**src/rtl/tx_gearbox_feed_pkg.sv**
```systemverilog
// rtl/tx_gearbox_feed_pkg.sv - shared phy constants for the 64b/66b TX gearbox feed
// Purpose: sync header encodings, idle block, gearbox sequence limit, scrambler taps.
// Ports: none (package).
package tx_gearbox_feed_pkg;

    localparam logic [1:0]  HDR_DATA     = 2'b01;
    localparam logic [1:0]  HDR_CTRL     = 2'b10;
    localparam logic [63:0] IDLE_PAYLOAD = 64'h0000_0000_0000_001E;

    // Gearbox sequence runs 0..SEQ_MAX; the SEQ_MAX slot carries no block.
    localparam logic [5:0]  SEQ_MAX      = 6'd32;

    // x^58 + x^39 + 1 self-synchronous scrambler
    localparam int SCR_TAP_A   = 39;
    localparam int SCR_TAP_B   = 58;
    localparam int SCR_STATE_W = 58;

    typedef enum logic {
        PHASE_LO = 1'b0,
        PHASE_HI = 1'b1
    } phase_e;

    function automatic logic hdr_invalid(input logic [1:0] hdr);
        return (hdr == 2'b00) || (hdr == 2'b11);
    endfunction

endpackage

```
**src/rtl/tx_gearbox_feed_scrambler.sv**
```systemverilog
// rtl/tx_gearbox_feed_scrambler.sv - 64-bit per block self-synchronous 64b/66b scrambler
// Purpose: scrambles one 64-bit payload per enabled cycle, bit 0 first.
// Ports: clk, rst_n (async active-low), en (advance state by one block),
//        data_in (plain payload), data_out (scrambled payload, combinational).
module scrambler_64b66b (
    input  logic        clk,
    input  logic        rst_n,
    input  logic        en,
    input  logic [63:0] data_in,
    output logic [63:0] data_out
);
    import tx_gearbox_feed_pkg::*;

    // state[0] holds the most recent scrambled bit, state[j] the bit j+1 back.
    logic [SCR_STATE_W-1:0] state;
    logic [SCR_STATE_W-1:0] next_state;

    always_comb begin
        logic b;
        next_state = state;
        data_out   = '0;
        for (int i = 0; i < 64; i++) begin
            b           = data_in[i] ^ next_state[SCR_TAP_A-1] ^ next_state[SCR_TAP_B-1];
            data_out[i] = b;
            next_state  = {next_state[SCR_STATE_W-2:0], b};
        end
    end

    always_ff @(posedge clk or negedge rst_n) begin
        if (!rst_n) begin
            state <= '1;
        end else if (en) begin
            state <= next_state;
        end
    end

endmodule

```
**src/rtl/tx_gearbox_feed.sv**
```systemverilog
// rtl/tx_gearbox_feed.sv - feeds 66-bit blocks into the GT TX gearbox as 32-bit words
// Purpose: accepts one block per two-cycle slot, inserts idles, scrambles payload,
//          drives the GT gearbox sequence and pauses on sequence 32.
// Ports: clk_i, rst_n_i (async active-low);
//        s_data_i/s_header_i/s_valid_i/s_ready_o (block source);
//        gtwiz_userdata_tx_o/txheader_o/txsequence_o (GT gearbox);
//        idle_insert_o, header_err_o (status pulses).
module tx_gearbox_feed #(
    parameter bit P_SCRAMBLE = 1'b1
) (
    input  logic        clk_i,
    input  logic        rst_n_i,
    input  logic [63:0] s_data_i,
    input  logic [1:0]  s_header_i,
    input  logic        s_valid_i,
    output logic        s_ready_o,
    output logic [31:0] gtwiz_userdata_tx_o,
    output logic [1:0]  txheader_o,
    output logic [6:0]  txsequence_o,
    output logic        idle_insert_o,
    output logic        header_err_o
);
    import tx_gearbox_feed_pkg::*;

    // run is cleared by reset so s_ready_o stays low until the first edge after release.
    logic        run;
    phase_e      phase;
    logic [5:0]  seq;
    logic        hi_pending;
    logic [31:0] hi_word;

    logic        slot;
    logic [1:0]  blk_hdr;
    logic [63:0] blk_pay;
    logic [63:0] scr_pay;
    logic [63:0] tx_pay;

    assign s_ready_o = run && (phase == PHASE_LO) && (seq != SEQ_MAX);
    assign slot      = s_ready_o;

    // An open slot without a source block carries an idle control block.
    assign blk_hdr = s_valid_i ? s_header_i : HDR_CTRL;
    assign blk_pay = s_valid_i ? s_data_i   : IDLE_PAYLOAD;

    scrambler_64b66b u_scrambler (
        .clk      (clk_i),
        .rst_n    (rst_n_i),
        .en       (slot && P_SCRAMBLE),
        .data_in  (blk_pay),
        .data_out (scr_pay)
    );

    assign tx_pay       = P_SCRAMBLE ? scr_pay : blk_pay;
    assign txsequence_o = {1'b0, seq};

    always_ff @(posedge clk_i or negedge rst_n_i) begin
        if (!rst_n_i) begin
            run                 <= 1'b0;
            phase               <= PHASE_LO;
            seq                 <= '0;
            hi_pending          <= 1'b0;
            hi_word             <= '0;
            gtwiz_userdata_tx_o <= '0;
            txheader_o          <= 2'b00;
            idle_insert_o       <= 1'b0;
            header_err_o        <= 1'b0;
        end else begin
            run           <= 1'b1;
            idle_insert_o <= 1'b0;
            header_err_o  <= 1'b0;

            if (run) begin
                phase <= (phase == PHASE_LO) ? PHASE_HI : PHASE_LO;
                if (phase == PHASE_HI) begin
                    seq <= (seq == SEQ_MAX) ? 6'd0 : seq + 6'd1;
                end
            end

            if (slot) begin
                gtwiz_userdata_tx_o <= tx_pay[31:0];
                hi_word             <= tx_pay[63:32];
                hi_pending          <= 1'b1;
                txheader_o          <= blk_hdr;
                idle_insert_o       <= !s_valid_i;
                header_err_o        <= hdr_invalid(blk_hdr);
            end else if (hi_pending) begin
                // Second word of the block; header keeps its value.
                gtwiz_userdata_tx_o <= hi_word;
                hi_pending          <= 1'b0;
            end
            // Otherwise (sequence 32) data and header hold.
        end
    end

endmodule

```
**config.mk**
```make
export PLATFORM = sky130hd
export DESIGN_NAME = tx_gearbox_feed
export DESIGN_NICKNAME = d
export VERILOG_FILES = /design/src/rtl/tx_gearbox_feed_pkg.sv /design/src/rtl/tx_gearbox_feed_scrambler.sv /design/src/rtl/tx_gearbox_feed.sv
export SDC_FILE = /design/constraint.sdc
export NUM_CORES = 1
export LEC_CHECK = 0
export CAP_MARGIN = 20
export CORE_UTILIZATION = 55
export CTS_CLUSTER_DIAMETER = 120
export DETAILED_ROUTE_END_ITERATION = 8
export PLACE_DENSITY_LB_ADDON = 0.25
export SYNTH_ARGS = -nofsm -noshare
export SYNTH_HDL_FRONTEND = slang
export SYNTH_SLANG_ARGS = --single-unit
```
**constraint.sdc**
```tcl
create_clock -name clk_i -period 5.3 [get_ports clk_i]
set_clock_uncertainty 0.2 [all_clocks]
set_input_delay 0.53 -clock clk_i [delete_from_list [all_inputs] [get_ports clk_i]]
set_output_delay 0.53 -clock clk_i [all_outputs]
set_load 0.01 [all_outputs]
```
### Word level (Yosys, flattened, before mapping)

Index checks and enable logic that the tools add are counted.

| word-level totals | value |
|---|---|
| flip-flop bits (word level) | 135 |
| word-level logic and storage cells | 159 |
| output and inout bits | 44 |
| bits of input ports | 69 |

| operators by class | value |
|---|---|
| reductions and logical operators | 7 |
| add/subtract/negate cells | 1 |
| muxes and demuxes | 9 |
| equal/unequal tests | 3 |
| bitwise operators | 129 |

Operator list:

| operator | count |
|---|---|
| XOR 1 bit | 128 |
| two-way mux 32 bit | 2 |
| two-way mux 64 bit | 1 |
| adder 6 x 1 -> 6 bit, second input constant | 1 |
| == test 6 bit, second input constant | 1 |
| two-way mux 6 bit | 1 |
| inequality test 6 bit, second input constant | 1 |
| two-way mux 1 bit | 4 |
| == test 2 bit, second input constant | 1 |
| logical AND 1 bit | 2 |
| zero test 2 bit | 1 |
| two-way mux 2 bit | 1 |
| AND reduction 2 bit | 1 |
| nonzero test 2 bit | 1 |
| zero test 1 bit | 1 |
| logical OR 1 bit | 1 |
| NOT 1 bit | 1 |

### Depth between registers and ports, before layout

| logic depth | value |
|---|---|
| depth in word-level cells | 5 |
| mapped depth | 9 |
| gate-level depth less buffers | 7 |

### Hierarchy

A second synthesis with hierarchy kept.

| unflattened totals | value |
|---|---|
| cell total of the unflattened synthesis | 533 |
| area, all modules | 7395.8 µm² |

Modules (own cells, without submodules):

| module | area each (µm²) | times used | sequential area each (µm²) | cells each |
|---|---|---|---|---|
| tx_gearbox_feed | 3804.9 | 1 | 1926.8 | 302 |
| scrambler_64b66b | 3590.9 | 1 | 1524.0 | 231 |

### Least setup slack after synthesis

Ideal clock, no wire load.

| timing | value |
|---|---|
| path type | flip-flop to output port |
| start point | reg seq[0] |
| end point | out s_ready_o |
| stages on the path, launching flop included | 8 |
| path slack | 2961 ps |
| data arrival time | 1609 ps |
| required time | 4570 ps |
| buffers on the path | 2 |
| cells stage by stage | dfrtp_1 inv_1 ha_1 nor4b_2 a211o_2 inv_2 buf_6 buf_4 |

| between the ends | value |
|---|---|
| cells in the longest elaborated chain, start to end | 2 |

Ends and longest elaborated chain:

| what | line | source |
|---|---|---|
| start, declared | tx_gearbox_feed.sv:28 | `logic [5:0] seq;` |
| start signal, assigned | tx_gearbox_feed.sv:75 | `seq <= (seq == SEQ_MAX) ? 6'd0 : seq + 6'd1;` |
| inequality test 6 bit | tx_gearbox_feed.sv:38 | `assign s_ready_o = run && (phase == PHASE_LO) && (seq != SEQ_MAX);` |
| logical AND 1 bit | tx_gearbox_feed.sv:38 |  |
| end, declared | tx_gearbox_feed.sv:16 | `output logic s_ready_o,` |

Every way passes these cells.

### Worst setup path after layout

Ends and elaborated chain as after synthesis.

==> flow_summary.toml <==
[routing]
avgViaCountPerCell = 5.38
wl_per_cell_um = 16.6
drt-total-wl_um = 16400
drt_iter0_markers = 306
via_count = 5300
drc = 0
firstDrtPassIters = 4
drtAntennaViolNets = 0

[worst_setup_path]
cp_max_fo = 52
start_kind = "flip-flop"
r2r_end = "hi_word[7]$_DFFE_PN0P_"
worstPathRequired_ps = 4570
critPathKind = "reg2out"
reg2reg_depth = 8
cp.arrival_ps = 2820
regToRegSetupSlack_ps = 2090
crit_start = "seq[0]$_DFFE_PN0P_"
endpoint = "s_ready_o"
critPathCaptureType = "primary output"
r2r-start = "seq[0]$_DFFE_PN0P_"

[layout]
num-nets-final = 876
multi_input_area_um2 = 3350
final_layout_size_suffix_gt1_share_pct = 12.1
final_cell_area_um2 = 8790
num_antenna_cells = 0
final-seq-area_um2 = 3450
syn_to_final_growth_pct = 24.8
fillCellCount = 915

[synthesis]
synthArstFlopShare_pct = 100
yosysTopAreaCell = "dfrtp_1"
syn-instance-count = 709
synth_top_family_by_area = "XOR/XNOR gates"
ys_top_cells_by_count = "nand2_1, xnor2_1, dfrtp_1"
synthAdderAreaFrac_pct = 0.355
synth_cell_types = 45
yosysMostFrequentCell = "nand2_1"
muxShareOfSynthArea_pct = 1.71
synthSimpleGateAreaFrac_pct = 12.7
ys_warn_count = 0
synth_xor_area_share_pct = 20.3
syn-num-nets = 780
synthFlopType = "dfrtp_1"
ys_seq_area_share_pct = 49.0
ys_ff_latch = 135
syn_area_per_cell_um2 = 9.93
synth_area_um2 = 7040
synth-edff-count = 0
synth-compound-area-share_pct = 12.4
synth_area_leaders = "dfrtp_1, dfstp_2, xnor2_1"
synth_top_area_share_pct = 27.4

[floorplan]
initial_utilization_pct = 57.4
fp.dieW_um = 115
coreArea_um2 = 12300
die_area_um2 = 13300
pin_count = 113
dieHeight_um = 115
std_cell_rows = 40

[clocking]
h-tree-depth = 4
worstSkewPairLatency_ps = 420
clk_pin_slew_worst_paths_ps = 50
cts_tree = "yes"
cts_sinks = 135
numCtsBuffers = 17
cts_root_buffer = "clkbuf_16"
cts.repair.resized = 0
ctsLongestPathBuffers = 2

[timing]
min_period_ps = 3550
finalSetupViolCount = 0
slew_viol_final = 0
slew_headroom_pct = 36.1
finalCritPeriodShare_pct = 67.0
setup-tns-final_ps = 0
tightestPinTransition_ps = 959
fmax_mhz = 282
finalHoldViolCount = 0
grt_setup_unrepaired = "false"

[global_route]
grt_usage_pct = 26.8
antenna_found_initial = 0
grt_first_pass_wirelength_um = 26700
first_global_vias = 5548
grt_max_degree = 104
grt_overflow_total = 0

[job]
max_cap_viol_count = 0

[placement]
placed_cell_area_um2 = 8180
gp_congestion = 0.843
dpl.hpwl_um = 11300
place.port_buffers = 111

[power]
power_density_nw_per_um2 = 704
max-vdd-ir-drop_uv = 375
power_w = 0.00619
leakagePower_nw = 3.65

[status]
outcome = "completed"

[hold_path]
worstHoldPathType = "reg2reg"
min_from = "u_scrambler.state[55]$_DFFE_PN1P_"
## cell families after synthesis
family                     after synthesis
muxes                                   12
xor gates and xnor gates               153
and+or+nand+nor                        209
AOI/OAI and AO/OA                      149
buffers and inverters                   47
other                                    2
DFF                                    135
adders and majority gates                2
## per-stage QoR
stage / cells / hold WS, ps / setup WS (ps) / util (%)
finish: 986 / 263 / 1750 / 71.7
CTS: 985 / 266 / 1740 / 71.5
global route: 986 / 288 / 1600 / 71.7
floorplan: 709 / 34.4 / 2960 / -
detailed placement: 952 / 257 / 2130 / 66.7
global placement: 952 / 252 / 2260 / 66.7
## flip-flops by register name, summed over array words and instances (netlist names)
name                 cells
run                      1
txheader_o               2
gtwiz_userdata_tx_o     32
phase                    1
idle_insert_o            1
u_scrambler.state       58
hi_pending               1
seq                      6
header_err_o             1
hi_word                 32
## layout by cell type, fill, tap and decap left out, types with 4 or more instances in the layout
master / synthesis / routed
nor2b_1: 23 / 23
mux2i_1: 12 / 12
clkbuf_16: 0 / 17
a211oi_1: 20 / 20
xor2_1: 50 / 50
nor2_1: 42 / 42
clkdlybuf4s50_1: 0 / 109
clkbuf_8: 0 / 7
nand2_1: 127 / 127
xnor2_1: 96 / 96
dfrtp_1: 77 / 76
a21o_1: 16 / 16
o21ai_0: 51 / 51
inv_1: 5 / 5
xnor3_1: 5 / 5
clkbuf_1: 10 / 6
a21oi_1: 52 / 52
dfstp_2: 58 / 58
nor3_1: 4 / 4
buf_4: 3 / 6
## timing repair
action	CTS	global route
buffers inserted	0	0
hold buffers	1	0
endpoints found under the hold margin	20	0
## per-layer routing
metal | up-vias | track usage [%] | part of all wire, %
met5 | - | 0 | 0
met2 | 166 | 46.8 | 50
met3 | 43 | 4.85 | 4.7
li1 | 2523 | - | -
met4 | 0 | 15.5 | 4.2
met1 | 2568 | 31.1 | 41
## critical path: stages (launching register included)
cell	delay [ps]
dfrtp_1	440
inv_1	90
ha_1	190
nor4b_2	160
a211o_2	360
clkinv_2	450
clkdlybuf4s50_1	700
## cell type report
| cell class | count | area share [%] |
|---|---|---|
| Timing Repair Buffer | 118 | 13.3 |
| Tap cell | 168 | 2.39 |
| Inverter | 6 | 0.271 |
| Clock buffer | 30 | 6.19 |
| Multi-Input combinational cell | 527 | 38.1 |
| Sequential cell | 135 | 39.3 |
| Clock inverter | 2 | 0.399 |
## how the worst min path moves through the flow
stage,end,cells past startpoint
detailed placement,u_scrambler.state[55]$_DFFE_PN1P_,2
finish,u_scrambler.state[55]$_DFFE_PN1P_,2
global route,u_scrambler.state[55]$_DFFE_PN1P_,2
floorplan,gtwiz_userdata_tx_o[0]$_DFFE_PN0P_,0
CTS,u_scrambler.state[55]$_DFFE_PN1P_,2
global placement,txheader_o[0]$_DFFE_PN0P_,2
## where the power goes
group	internal, W	total, W	switching, W
sequential	0.00171	0.00217	0.000455
combinational	0.00142	0.00288	0.00146
clock	0.000733	0.00115	0.000414
(Power assumes the default switching activity.)
